--- src/rtl/cpu_pkg.sv ---
// cpu_pkg: shared mdOp encodings and multiply/divide FSM states
package cpu_pkg;
  typedef enum logic [1:0] {
    MD_NONE = 2'b00,
    MD_MULT = 2'b01,
    MD_DIV  = 2'b10
  } md_op_e;
  typedef enum logic [1:0] {
    S_IDLE = 2'b00,
    S_RUN  = 2'b01,
    S_DONE = 2'b10
  } md_state_e;
endpackage

--- src/rtl/md_sign_fix.sv ---
// md_sign_fix: two's-complement negate when neg is set (magnitude or signed result)
// ports: val in N, neg in 1, res out N
module md_sign_fix #(
  parameter int N = 16
) (
  input  logic [N-1:0] val,
  input  logic         neg,
  output logic [N-1:0] res
);
  assign res = neg ? -val : val;
endmodule

--- src/rtl/mult_div_unit.sv ---
// mult_div_unit: iterative signed multiply / restoring divide, one bit per cycle
// ports: clk, reset (sync, active high), start, mdOp, opA, opB in;
//        busy, done, resultLo, resultHi, divByZero out (all registered)
module mult_div_unit
  import cpu_pkg::*;
#(
  parameter int WIDTH = 16
) (
  input  logic             clk,
  input  logic             reset,
  input  logic             start,
  input  logic [1:0]       mdOp,
  input  logic [WIDTH-1:0] opA,
  input  logic [WIDTH-1:0] opB,
  output logic             busy,
  output logic             done,
  output logic [WIDTH-1:0] resultLo,
  output logic [WIDTH-1:0] resultHi,
  output logic             divByZero
);
  localparam int CW = $clog2(WIDTH);
  md_state_e state;
  logic [CW-1:0] cnt;
  logic is_div, neg_q, neg_r;
  logic [WIDTH-1:0] dvs;
  logic [2*WIDTH-1:0] p, p_next, prod_fix;
  logic [WIDTH-1:0] a_mag, b_mag, q_fix, r_fix;
  logic [WIDTH:0] sum, r, diff;
  logic accept;
  md_sign_fix #(.N(WIDTH)) u_a (.val(opA), .neg(opA[WIDTH-1]), .res(a_mag));
  md_sign_fix #(.N(WIDTH)) u_b (.val(opB), .neg(opB[WIDTH-1]), .res(b_mag));
  // multiply: p = {partial product, remaining multiplier bits}, shifted right
  // divide:   p = {partial remainder, dividend bits becoming quotient}, shifted left
  always_comb begin
    sum = {1'b0, p[2*WIDTH-1:WIDTH]} + (p[0] ? {1'b0, dvs} : '0);
    r = {p[2*WIDTH-1:WIDTH], p[WIDTH-1]};
    diff = r - {1'b0, dvs};
    p_next = !is_div ? {sum, p[WIDTH-1:1]}
           : diff[WIDTH] ? {r[WIDTH-1:0], p[WIDTH-2:0], 1'b0}
           : {diff[WIDTH-1:0], p[WIDTH-2:0], 1'b1};
  end
  md_sign_fix #(.N(2*WIDTH)) u_p (.val(p_next), .neg(neg_q), .res(prod_fix));
  md_sign_fix #(.N(WIDTH)) u_q (.val(p_next[WIDTH-1:0]), .neg(neg_q), .res(q_fix));
  md_sign_fix #(.N(WIDTH)) u_r (.val(p_next[2*WIDTH-1:WIDTH]), .neg(neg_r), .res(r_fix));
  assign accept = start && (mdOp == MD_MULT || mdOp == MD_DIV);
  always_ff @(posedge clk) begin
    if (reset) begin
      state <= S_IDLE;
      cnt <= '0;
      is_div <= 1'b0;
      neg_q <= 1'b0;
      neg_r <= 1'b0;
      dvs <= '0;
      p <= '0;
      busy <= 1'b0;
      done <= 1'b0;
      resultLo <= '0;
      resultHi <= '0;
      divByZero <= 1'b0;
    end else begin
      case (state)
        S_IDLE: if (accept) begin
          cnt <= '0;
          busy <= 1'b1;
          divByZero <= 1'b0;
          is_div <= mdOp == MD_DIV;
          neg_q <= opA[WIDTH-1] ^ opB[WIDTH-1];
          neg_r <= opA[WIDTH-1];
          dvs <= mdOp == MD_DIV ? b_mag : a_mag;
          p <= {{WIDTH{1'b0}}, mdOp == MD_DIV ? a_mag : b_mag};
          if (mdOp == MD_DIV && opB == '0) begin
            state <= S_DONE;
            done <= 1'b1;
            resultLo <= '1;
            resultHi <= opA;
            divByZero <= 1'b1;
          end else begin
            state <= S_RUN;
          end
        end
        S_RUN: begin
          p <= p_next;
          cnt <= cnt + 1'b1;
          if (cnt == CW'(WIDTH - 1)) begin
            state <= S_DONE;
            done <= 1'b1;
            resultLo <= is_div ? q_fix : prod_fix[WIDTH-1:0];
            resultHi <= is_div ? r_fix : prod_fix[2*WIDTH-1:WIDTH];
          end
        end
        S_DONE: begin
          state <= S_IDLE;
          busy <= 1'b0;
          done <= 1'b0;
        end
        default: state <= S_IDLE;
      endcase
    end
  end
endmodule
--- config.mk ---
export PLATFORM = sky130hd
export DESIGN_NAME = mult_div_unit
export DESIGN_NICKNAME = d
export VERILOG_FILES = /design/src/rtl/cpu_pkg.sv /design/src/rtl/md_sign_fix.sv /design/src/rtl/mult_div_unit.sv
export SDC_FILE = /design/constraint.sdc
export NUM_CORES = 1
export LEC_CHECK = 0
export CORE_MARGIN = 1
export CORE_UTILIZATION = 53
export DETAILED_ROUTE_END_ITERATION = 8
export PLACE_DENSITY = 0.78
export SETUP_SLACK_MARGIN = 0.2
export SLEW_MARGIN = 20
export SYNTH_ARGS = -nofsm -noshare
export SYNTH_HDL_FRONTEND = slang
export SYNTH_SLANG_ARGS = --single-unit
--- constraint.sdc ---
create_clock -name clk -period 4.3 [get_ports clk]
set_input_delay 0.645 -clock clk [delete_from_list [all_inputs] [get_ports clk]]
set_output_delay 0.645 -clock clk [all_outputs]
set_load 0.01 [all_outputs]
==> metrics.md <==
| Metric | Value |
|---|---|
| Status | finished with violations |
| Failing checks | negative setup slack |
| Internal power | 1.77 mW |
| NetSw | 979 uW |
| Net Sw Frac | 0.356 |
| YS warnings | 0 |
| Max-slew violations | 0 |
| Synth cell types | 85 |
| Max rail drop VDD | 199 uV |
| Asr flop ratio synth | 0 |
| Critical Path End Type | flip-flop |
| Synth Cell Area | 7660 sq um |
| Ant. Diodes | 0 |
| Vias | 8369 |
| Cts bufs inserted | 9 |
| Worst Path Arrival | 4.62 ns |
| First-pass GRT wire length | 39.4 mm |
| Drt via density | 6.45 |
| Pwr/cell area | 295 nW/um^2 |
| Area of the multi-input gates | 5580 sq um |
| Chip width | 122 um |
| CTS tree | yes |
| CP peak stage delay | 0.52 ns |
| Pleak | 3.51 nW |
| Hold Crit Class | reg2reg |
| Post-synthesis register bit count | 92 |
| Synth-to-Final Area Change | 21.8% |
| Post-CTS Hold Buffers | 0 |
| Routed wl met3 | 2.63 mm |
| Clock skew | 0.0109 ns |
| Layout cells sized above 1 | 0.130 |
| Die Y-Extent | 122 um |
| CP max FO | 3 |
| Ys flop type | dfxtp_1 |
| PortBufs | 71 |
| Crit path required time | 4.58 ns |
| Post-synth EDFFs | 0 |
| Setup Crit Path Kind | reg2reg |
| # clock sinks | 92 |
| GP Congestion | 0.946 |
| Unrepaired setup endpoints after global routing | true |
| Comb pwr share | 0.354 |
| Register area | 1850 sq um |
| Die area | 14900 sq um |
| Power Total | 2.75 mW |
| Placed Area | 8860 sq um |
| WL/cell | 19.6 um |
| Cells along the critical path | inv_2 > ha_4 > fa_2 > nand2b_4 > a211o_4 > a211oi_4 > o21ai_4 > nand2_4 > nor2_4 > a21o_1 > inv_1 > ha_2 > o211ai_1 > or2_1 > or4_4 > o31ai_4 > nor2_4 > o31ai_2 > xor2_1 > a311o_1 > a21oi_1 |
| H-tree levels | 3 |
| M1 WL | 10.9 mm |
| Routed WL | 25.5 mm |
| Least-Margin Pin Slew | 0.765 ns |
| Residual DRC | 0 |
| Filler instances | 1193 |
| Initial Util | 0.548 |
| GRT Overall Usage | 0.341 |
| Core ar. | 14000 sq um |
| Syn avg cell area | 7.47 sq um |
| Final Setup Violations | 2 |
| Top layer in use | met4 |
| Clk_lat worst skew | 0.36 ns |
| Syn Inst Count | 1026 |
| Metal2 WL | 11.1 mm |
| CP Launch Type | flip-flop |
| Worst slew margin | 0.488 |
| Fin crit period | 4.33 ns |
| Dpl cells | 1274 |
| Non-filler cells, final | 1298 |
| Flop pwr share | 0.332 |
| CP most frequent cell | nor2_4 |
| Final worst-path cycle share | 1.01 |
| Largest net degree at the start of global routing | 66 |
| CTS root buf | clkbuf_16 |
| Final net count | 1190 |
| Grt total ovfl | 0 |
| Hold WS | 0.449 ns |
| CTS Buffer Depth | 2 |
| Initial antenna violation count | 0 |
| Number of routed nets with antenna violations | 0 |
| Clock slew at reported path FFs | 0.07 ns |
| Clock group share of total power | 0.314 |
| TritonRoute pass-1 iters | 6 |
| Synth Net Count | 1103 |
| Fin util | 0.667 |
| HPWL after DPL | 18.9 mm |
| Final instance area | 9330 sq um |
| CP max stage cell | or4_4 |
| # Max-Cap Violations | 0 |
| Setup ws final | -0.0347 ns |
| Core Rows | 43 |
| Iteration-0 DRC Markers | 1017 |
| Seq/Total Area, Yosys | 0.240 |
| I/O pin total | 72 |
| Hold Violations, Final | 0 |
| Vias in the first global route | 7373 |
| FMAX | 0.231 GHz |
-- critical path, delay by kind of cell (launching register included) --
family                     cells  cell delay [ns]
AOI/OAI and AO/OA              9             1.89
xor gates and xnor gates       1             0.11
adders and majority gates      3             0.68
buffers and inverters          2             0.10
DFF                            1             0.33
and+or+nand+nor                6             1.15
-- area by class of cell --
class / count / area share
clock buffer: 11 / 0.0271
clock inverter: 5 / 0.00697
inverter: 41 / 0.0165
multi-input combinational: 833 / 0.598
sequential: 92 / 0.198
tap: 180 / 0.0241
timing repair buffer: 136 / 0.130
-- registers in the layout, summed over array words and instances (netlist names) --
signal and cells:
done 1, state 2, neg_r 1, cnt 4
dvs 16, p 32, busy 1, divByZero 1
resultLo 16, neg_q 1, is_div 1, resultHi 16
-- stage by stage --
stage          setup WS (ns)  TNS [ns]
5_1_grt               -0.213     -1.17
3_5_place_dp         -0.0592    -0.118
3_3_place_gp          0.0247         0
4_1_cts               0.0169         0
6_report             -0.0347   -0.0473
2_1_floorplan         -0.177    -0.537
-- routing by layer --
metal	vias to the layer above	track usage
met3	68	0.0730
met4	0	0.133
li1	3956	-
met5	-	0
met1	3914	0.478
met2	431	0.506
-- cells in the mapped netlist, types with 5 or more instances --
library cell	instances	area, sq um
or4_1	8	60.1
a211o_1	6	52.6
a21oi_1	91	455
a311oi_1	10	87.6
o41ai_1	6	52.6
o21bai_1	7	52.6
o221ai_1	8	70.1
nor2b_1	7	43.8
xnor2_1	38	333
clkbuf_1	47	176
dfxtp_1	92	1840
nor2_1	136	510
nor4_1	5	31.3
o211ai_1	22	165
and2_1	19	119
o22ai_1	11	68.8
nor3b_1	5	37.5
nand2_1	87	327
nand2b_1	8	50.1
or3_1	10	62.6
a31oi_1	22	138
a211oi_1	28	210
buf_1	7	26.3
xor2_1	30	263
mux2i_1	10	100
o31ai_1	15	113
inv_1	40	150
a21o_1	8	60.1
o21a_1	7	52.6
o21ai_0	47	235
ha_1	38	475
nand3_1	27	135
mux2_2	8	90.1
a221oi_1	9	78.8
nor3_1	25	125
-- cell usage in the layout, fill, tap and decap left out, types with 6 or more instances in the layout --
cell type        count
o21bai_1             6
a31oi_1             22
o211ai_1            22
mux2i_1             10
nand2_1             87
o21a_1               7
a21o_1               8
a221oi_1             9
a311oi_1             9
or3_1                9
mux2_2               8
a21oi_1             91
nor2_1             132
nor3_1              22
or4_1                7
o221ai_1             8
o41ai_1              6
clkbuf_16            9
nor2b_1              7
ha_1                36
o21ai_0             43
nand3_1             27
and2_1              19
a211oi_1            26
buf_4               63
clkdlybuf4s50_1     70
nand2b_1             7
xnor2_1             37
o31ai_1             14
xor2_1              30
inv_1               39
o22ai_1             11
dfxtp_1             89
-- worst paths after layout --
kind	startpoint	end	slack [ns]	cells past startpoint
worst min register to register	resultHi[10]	resultHi[10]	0.45	2
worst max register to register	p[15]	resultHi[4]	-0.03	21
worst max-delay path	p[15]	resultHi[4]	-0.03	21
worst min-delay path	resultHi[10]	resultHi[10]	0.45	2
-- logic make-up (layout without fill, tap and decap cells) --
logic type / after synthesis / after routing / share of synthesized area
AOI/OAI and AO/OA: 346 / 346 / 0.316
DFF: 92 / 92 / 0.240
and+or+nand+nor: 361 / 361 / 0.222
adders and majority gates: 40 / 40 / 0.0673
buffers and inverters: 101 / 193 / 0.0516
muxes: 18 / 18 / 0.0248
xor gates and xnor gates: 68 / 68 / 0.0778
-- power groups by stage --
stage	combinational (mW)	sequential, mW	clock [mW]
global route	1.04	0.917	0.899
detailed placement	0.896	0.932	0
floorplan	0.608	0.921	0
CTS	0.933	0.913	0.871
global placement	0.889	0.931	0
finish	0.975	0.914	0.865
-- timing repair --
| action | in CTS | in global routing |
|---|---|---|
| gates resized for setup | 6 | 14 |
| setup endpoints to repair | 10 | 13 |
| pin swaps | 14 | 6 |
| buffers inserted | 5 | 3 |
(Power assumes the default switching activity.)
